## config.mk

```make
export PLATFORM = sky130hd
export DESIGN_NAME = ex_seq_control
export DESIGN_NICKNAME = d
export VERILOG_FILES = /design/src/rtl/ex_seq_control.sv
export SDC_FILE = /design/constraint.sdc
export NUM_CORES = 1
export LEC_CHECK = 0
export ABC_CLOCK_PERIOD_IN_PS = 3200
export CAP_MARGIN = 20
export CORE_MARGIN = 5
export CORE_UTILIZATION = 29
export CTS_CLUSTER_DIAMETER = 50
export CTS_CLUSTER_SIZE = 30
export DETAILED_ROUTE_END_ITERATION = 12
export DONT_BUFFER_PORTS = 1
export PLACE_DENSITY_LB_ADDON = 0.25
export SLEW_MARGIN = 20
export SYNTH_ARGS = -nofsm -noshare
export SYNTH_HDL_FRONTEND = slang
export SYNTH_SLANG_ARGS = --single-unit
```

## constraint.sdc

```tcl
create_clock -name Clock -period 3.2 [get_ports Clock]
set_input_delay 0.64 -clock Clock [delete_from_list [all_inputs] [get_ports Clock]]
set_output_delay 0.64 -clock Clock [all_outputs]
set_load 0.02 [all_outputs]
```

## src/rtl/ex_seq_control.sv

```systemverilog
// EX-stage sequencing control: result select, branch enables and issue/stall
// handling for multi-cycle HI/LO accumulator operations and the blocking MUL.
//
// state  | meaning
// IDLE   | nothing in flight, EX executes normally
// BUSY   | accumulator op in flight; HI/LO readers and writers stall
// MULW   | blocking MUL in flight; EX held until the result is ready
module ex_seq_control #(
   parameter int MUL_LAT = 4,
   parameter int DIV_LAT = 32
) (
   input  logic       Clock,
   input  logic       Reset,
   input  logic       ALUOp,
   input  logic       MULOp,
   input  logic       Jump,
   input  logic       Branch,
   input  logic       RegWriteIn,
   input  logic       BRAtaken,
   input  logic       ALUEn,
   input  logic       Flush,
   input  logic [5:0] Func,
   output logic       ACCEn,
   output logic       MULSelB,
   output logic       RegWriteOut,
   output logic       BRAEn,
   output logic       BranchTaken,
   output logic [1:0] OutSel,
   output logic       Stall,
   output logic       MulStart,
   output logic       DivStart,
   output logic       AccBusy
);

   typedef enum logic [1:0] {S_IDLE, S_BUSY, S_MULW} state_t;

   state_t     state_q, state_d;
   logic [5:0] cnt_q, cnt_d;

   logic alu_mf, alu_mt, acc_mul, acc_div, op_mul, alu_listed, blocking;

   assign alu_mf     = ALUOp && (Func == 6'h10 || Func == 6'h12);
   assign alu_mt     = ALUOp && (Func == 6'h11 || Func == 6'h13);
   assign acc_div    = ALUOp && (Func == 6'h1A || Func == 6'h1B);
   assign acc_mul    = (ALUOp && (Func == 6'h18 || Func == 6'h19)) ||
                       (MULOp && (Func == 6'h00 || Func == 6'h01 ||
                                  Func == 6'h04 || Func == 6'h05));
   assign op_mul     = MULOp && (Func == 6'h02);
   assign alu_listed = alu_mf || alu_mt || acc_div ||
                       (ALUOp && (Func == 6'h18 || Func == 6'h19));
   assign blocking   = alu_mf || alu_mt || acc_mul || acc_div || op_mul;

   assign AccBusy = (state_q == S_BUSY);

   always_ff @(posedge Clock or posedge Reset) begin
      if (Reset) begin
         state_q <= S_IDLE;
         cnt_q   <= 6'd0;
      end else begin
         state_q <= state_d;
         cnt_q   <= cnt_d;
      end
   end

   always_comb begin
      state_d     = state_q;
      cnt_d       = cnt_q;
      ACCEn       = 1'b0;
      MULSelB     = 1'b1;
      RegWriteOut = RegWriteIn;
      BRAEn       = 1'b0;
      BranchTaken = 1'b0;
      OutSel      = 2'b00;
      Stall       = 1'b0;
      MulStart    = 1'b0;
      DivStart    = 1'b0;

      case (state_q)
         S_MULW: begin
            // The held MUL is the only instruction in EX; decode flags are ignored.
            cnt_d = cnt_q - 6'd1;
            if (cnt_q <= 6'd1) begin
               OutSel  = 2'b10;
               state_d = S_IDLE;
            end else begin
               Stall       = 1'b1;
               RegWriteOut = 1'b0;
            end
            if (Flush) begin
               state_d = S_IDLE;
               cnt_d   = 6'd0;
            end
         end
         S_IDLE, S_BUSY: begin
            if (state_q == S_BUSY) begin
               cnt_d = cnt_q - 6'd1;
               if (cnt_q <= 6'd1) state_d = S_IDLE;
            end
            if (Jump || Branch) begin
               BRAEn       = 1'b1;
               OutSel      = 2'b01;
               BranchTaken = BRAtaken;
               RegWriteOut = RegWriteIn && BRAtaken;
            end else if (ALUOp && !alu_listed) begin
               RegWriteOut = ALUEn;
            end else if (blocking && state_q == S_BUSY) begin
               Stall       = 1'b1;
               RegWriteOut = 1'b0;
            end else if (acc_mul || acc_div) begin
               ACCEn    = 1'b1;
               OutSel   = 2'b10;
               MulStart = acc_mul;
               DivStart = acc_div;
               if (!Flush) begin
                  cnt_d   = acc_div ? 6'(DIV_LAT) : 6'(MUL_LAT);
                  state_d = S_BUSY;
               end
            end else if (alu_mf || alu_mt) begin
               ACCEn   = 1'b1;
               OutSel  = 2'b10;
               MULSelB = !alu_mt;
            end else if (op_mul) begin
               Stall       = 1'b1;
               MulStart    = 1'b1;
               RegWriteOut = 1'b0;
               if (!Flush) begin
                  cnt_d   = 6'(MUL_LAT);
                  state_d = S_MULW;
               end
            end
         end
         default: begin
            state_d = S_IDLE;
            cnt_d   = 6'd0;
         end
      endcase

      if (Flush) begin
         ACCEn       = 1'b0;
         RegWriteOut = 1'b0;
         BRAEn       = 1'b0;
         BranchTaken = 1'b0;
         Stall       = 1'b0;
         MulStart    = 1'b0;
         DivStart    = 1'b0;
      end

      // Outputs fall to their idle values for as long as Reset is held.
      if (Reset) begin
         ACCEn       = 1'b0;
         MULSelB     = 1'b1;
         RegWriteOut = 1'b0;
         BRAEn       = 1'b0;
         BranchTaken = 1'b0;
         OutSel      = 2'b00;
         Stall       = 1'b0;
         MulStart    = 1'b0;
         DivStart    = 1'b0;
      end
   end

endmodule

```

After elaboration in Yosys (flattened, before gate mapping)
Index checks and enable logic that the tools add are counted.
{"block": "word_totals", "register_bits": 8, "latch_bits": 0, "ram_bits": 0, "mem_bits_ro": 0, "inputBits": 16, "output_inout_bits": 11, "wordCells": 137, "mem_count": 0}
{"block": "classes", "addsub": 1, "n_mul": 0, "n_div": 0, "order_cmp": 1, "eq_ne": 14, "shifts": 0, "muxes": 89, "n_bitwise": 0, "n_reduce_logical": 30}
{"op": "two-way mux 6 bit", "count": 11}
{"op": "two-way mux 1 bit", "count": 55}
{"op": "== test 6 x 5 -> 1 bit (second input constant)", "count": 8}
{"op": "two-way mux 2 bit", "count": 18}
{"op": "logical OR 1 bit", "count": 16}
{"op": "== test 6 x 3 -> 1 bit (second input constant)", "count": 2}
{"op": "one-hot mux 6 bit (2 select lines)", "count": 1}
{"op": "logical AND 1 bit", "count": 9}
{"op": "one-hot mux 2 bit (2 select lines)", "count": 2}
{"op": "== test 6 x 1 -> 1 bit (second input constant)", "count": 1}
{"op": "== test 6 x 2 -> 1 bit (second input constant)", "count": 1}
{"op": "less-or-equal comparator 6 x 1 -> 1 bit (second input constant)", "count": 1}
{"op": "logical NOT 6 bit", "count": 1}
{"op": "subtractor 6 x 1 -> 6 bit (second input constant)", "count": 1}
{"op": "one-hot mux 1 bit (2 select lines)", "count": 2}
{"op": "== test 2 x 1 -> 1 bit (second input constant)", "count": 1}
{"op": "== test 2 bit (second input constant)", "count": 1}
{"op": "logical NOT 1 bit", "count": 2}
{"op": "logical NOT 2 bit", "count": 1}
{"op": "OR reduction 2 bit", "count": 1}

Depth between registers and ports, before layout
{"block": "depth", "ltp_word": 16, "depth_mapped": 6, "mapped_depth_nobuf": 6}

Worst setup path after synthesis
OpenSTA, ideal clock, no wires.
{"block": "synth_path", "kind": "input to output", "startpoint": "input ALUOp", "endpoint": "output RegWriteOut", "arrival_time_ns": 2.024, "required_ns": 2.560, "setup_slack_ns": 0.536, "stages": 5, "path_buffers": 1, "path_cell_list": "clkbuf_1 > nor4_1 > a32o_1 > nand3_1 > a311oi_1"}
{"block": "synth_between", "elab_chain_len": 12, "elab_cells_between_ends": 23, "classes_between": "mux: 8; reduce/logical: 15"}
{"element": "from (decl)", "line": "14", "source": "input logic ALUOp,"}
{"element": "logical AND 1 bit (on tied branches)"}
{"element": "logical OR 1 bit (on tied branches)"}
{"element": "logical OR 1 bit (3 in a row)", "line": "51", "source": "assign blocking = alu_mf || alu_mt || acc_mul || acc_div || op_mul;"}
{"element": "logical AND 1 bit", "line": "106", "source": "end else if (blocking && state_q == S_BUSY) begin"}
{"element": "two-way mux 1 bit", "line": "106"}
{"element": "two-way mux 1 bit (*)", "line": "104", "source": "end else if (ALUOp && !alu_listed) begin"}
{"element": "two-way mux 1 bit (*)", "line": "99", "source": "if (Jump || Branch) begin"}
{"element": "one-hot mux 1 bit (2 select lines) (*)", "line": "78", "source": "case (state_q)"}
{"element": "two-way mux 1 bit (*)", "line": "138", "source": "if (Flush) begin"}
{"element": "two-way mux 1 bit (*)", "line": "149", "source": "if (Reset) begin"}
{"element": "to (decl)", "line": "25", "source": "output logic RegWriteOut,"}
Every way passes the cells marked *; elsewhere a longest branch is shown, timed or not.

Worst setup path in the final report
{"block": "layout_path", "startpoint": "register state_q[0]", "endpoint": "output RegWriteOut"}
{"block": "layout_between", "elab_chain_len": 8, "elab_cells_between_ends": 11, "classes_between": "eq/ne: 2; mux: 6; reduce/logical: 3"}
{"element": "from (decl)", "line": "37", "source": "state_t state_q, state_d;"}
{"element": "from (signal assigned)", "line": "60", "source": "state_q <= state_d;"}
{"element": "== test 2 x 1 -> 1 bit (*)"}
{"element": "net AccBusy", "line": "32", "source": "output logic AccBusy"}
{"element": "logical AND 1 bit", "line": "106"}
{"element": "two-way mux 1 bit", "line": "106"}
{"element": "two-way mux 1 bit", "line": "104"}
{"element": "two-way mux 1 bit", "line": "99"}
{"element": "one-hot mux 1 bit (2 select lines) (*)", "line": "78"}
{"element": "two-way mux 1 bit (*)", "line": "138"}
{"element": "two-way mux 1 bit (*)", "line": "149"}
The timed path passes the listed nets; every way through them passes the cells marked *.

==> impl_results.md <==
* Vias post-DR at 862
* Minimum clock period at 2.85 ns
* Synth Area in XOR/XNOR at 0.0623
* Sequential Power Share at 0.382
* RSZ-0062 raised after global routing: false
* # port buffers at 0
* Gr usage total at 0.112
* Peak supply drop at 0.309 mV
* PwrDens at 525 nW/µm²
* Worst-Skew Late Latency at 0.26 ns
* Syn Std Cell Area at 843 µm²
* Die height at 63.9 µm
* Lkg Pwr at 0.351 nW
* Clk slew on worst S/H paths at 0.06 ns
* Crit path arrival time at 2.21 ns
* Top cells by area, synth: dfrtp_1, nand3_1, nand2_1, nor2_1, nor3_1
* Max Cap Viol at 0
* Synth Area in Compound Gates at 0.239
* Main combinational cell family by area after synthesis: simple AND/OR/NAND/NOR gates
* Layout area overhead at 9.35%
* Drt wl/cell at 15.5 µm
* Multiplexer area fraction after synthesis at 0
* GPL Wtd Cong at 0.833
* Switching pwr at 0.000207 W
* Avg Synthesized Cell Area at 7.40 µm²
* Slew HR at 0.557
* Max-slew violations at 0
* Syn Nets at 132
* Final Hold Vio Count at 0
* CP required at 2.56 ns
* Post-synth cell types at 40
* Cell taking the most area after synthesis: dfrtp_1
* Clock sinks at 8
* Initial Utilization at 0.303
* Critical Path Fanout Max at 13
* Post_cts resized at 0
* Gr ovfl total at 0
* Die X at 63.9 µm
* Ys flop type: dfrtp_1
* Post-CTS setup buffer count at 0
* ANT cells at 0
* Number of I/O pins at 27
* DP Wirelength at 1870 µm
* Simple-Gate Fraction of Synth Area at 0.372
* Initial DRT Pass Iterations at 4
* Final setup violating endpoints at 0
* Post-DRT Antenna Nets at 0
* Ys async rst share at 1.00
* FP Rows at 19
* Highest clock rate at 0.351 GHz
* DRC viols at 0
* CTS Buf Count at 3
* Critical path class: flop to primary output
* Slew @ Worst Pin at 0.659 ns
* Adder-cell share of the synthesized area at 0.0297
* Final hold slack at 0.222 ns
* CP Capture Type: primary output
* CP startpoint kind: flop
* Share of total power in combinational logic at 0.453
* Post-synth top area share at 0.237
* Vias in the first global route at 928
* Final period utilization at 0.891
* Hold Crit Class: input pin to asynchronous set/reset pin
* Final TNS setup at 0 ns
* Number of enable flip-flop cells after synthesis at 0
* Tot Pwr at 0.000484 W
* Initial antenna violation count at 0
* First-pass GRT wire length at 3810 µm
* Clk pwr share at 0.165
* Die area at 4090 µm²
* Status: finished clean
* Core box area at 2780 µm²
* Vias per cell at 5.79
* Hold_buf cts at 0
* Yosys warning count at 0
* Root buffer cell: clkbuf_4
* Switching share of power at 0.428
* Internal Power at 0.000277 W
* Mapped Cells at 114
* Layout cells sized above 1 at 0.110
* Most frequent cells after synthesis: nand2_1, nor2_1, inv_1
* Register area share after synthesis at 0.237
* Nets at 138
* Clock Path Buffers at 2
* Drt total wl at 2320 µm
* Initial DRC count at 34
* Htree depth at 1
* Clock skew at 0.00161 ns
* Seq cells post-synth at 8
* Largest net degree at the start of global routing at 14
* CTS tree: yes
==> placed cells by master, fill, tap and decap left out, drive strengths merged, types with 3 or more instances in the layout <==
master and n:
a21oi 4, buf 4, clkbuf 3, dfrtp 8
inv 10, nand2 12, nand3 9, nor2 12
nor3 8, nor4 3, o21ai 6, xnor2 3
xor2 3
==> final cells by class <==
cell class	instances	area, µm²
fill	278	1860
tap	31	38.8
timing repair buffer	4	30.0
multi-input combinational	93	593
inverter	10	37.5
sequential	8	200
clock buffer	3	22.5
==> state kept, by name (all words and copies together), names as in the netlist <==
register	cells
cnt_q	6
state_q	2
==> routing by layer <==
metal | GRT usage | up-vias | wire [µm]
met5 | 0 | - | 0
met4 | 0.0649 | 0 | 43
met3 | 0.0280 | 6 | 97
met2 | 0.187 | 26 | 1140
met1 | 0.129 | 404 | 1030
li1 | - | 426 | -
==> critical path: stages (launching register included) <==
cell and delay [ns]:
dfrtp_1 0.51, nand2b_1 0.27, inv_1 0.21, nand3_1 0.16, a32o_1 0.24, nand3_1 0.10, a311oi_1 0.27, buf_4 0.19
==> path summary, 6_finish.rpt <==
| path | startpoint | to | slack, ns | cells after the start |
|---|---|---|---|---|
| setup / recovery | state_q[0] | RegWriteOut | 0.35 | 7 |
| max in group asynchronous | Reset | cnt_q[1] | 2.73 | 1 |
| setup reg to reg | state_q[0] | cnt_q[2] | 1.26 | 6 |
| min in group Clock | Flush | state_q[1] | 0.44 | 1 |
| hold reg to reg | cnt_q[1] | cnt_q[1] | 0.59 | 1 |
| hold / removal | Reset | state_q[0] | 0.22 | 1 |
==> power groups by stage <==
stage	Combinational, W	Sequential, W	Clock [W]
final	0.000219	0.000185	0.0000801
after global routing	0.000246	0.000190	0.0000894
after CTS	0.000220	0.000184	0.0000817
after detailed placement	0.000218	0.000186	0
after global placement	0.000216	0.000185	0
after floorplan	0.000191	0.000167	0
==> per-stage QoR <==
stage	cell area, µm²	std cells	setup WS [ns]	util
after detailed placement	900	146	0.530	0.323
after floorplan	843	114	0.536	-
after global placement	900	146	0.543	0.323
final	922	149	0.349	0.332
after CTS	922	149	0.349	0.332
after global routing	922	149	0.141	0.332
==> kinds of logic (layout without fill, tap and decap cells) <==
group,after synthesis,count (layout)
xor gates and xnor gates,6,6
DFF,8,8
AOI/OAI and AO/OA,26,26
and+or+nand+nor,59,59
buffers and inverters,13,17
adders and majority gates,2,2
Note: power is estimated with default switching activity, not from simulation.
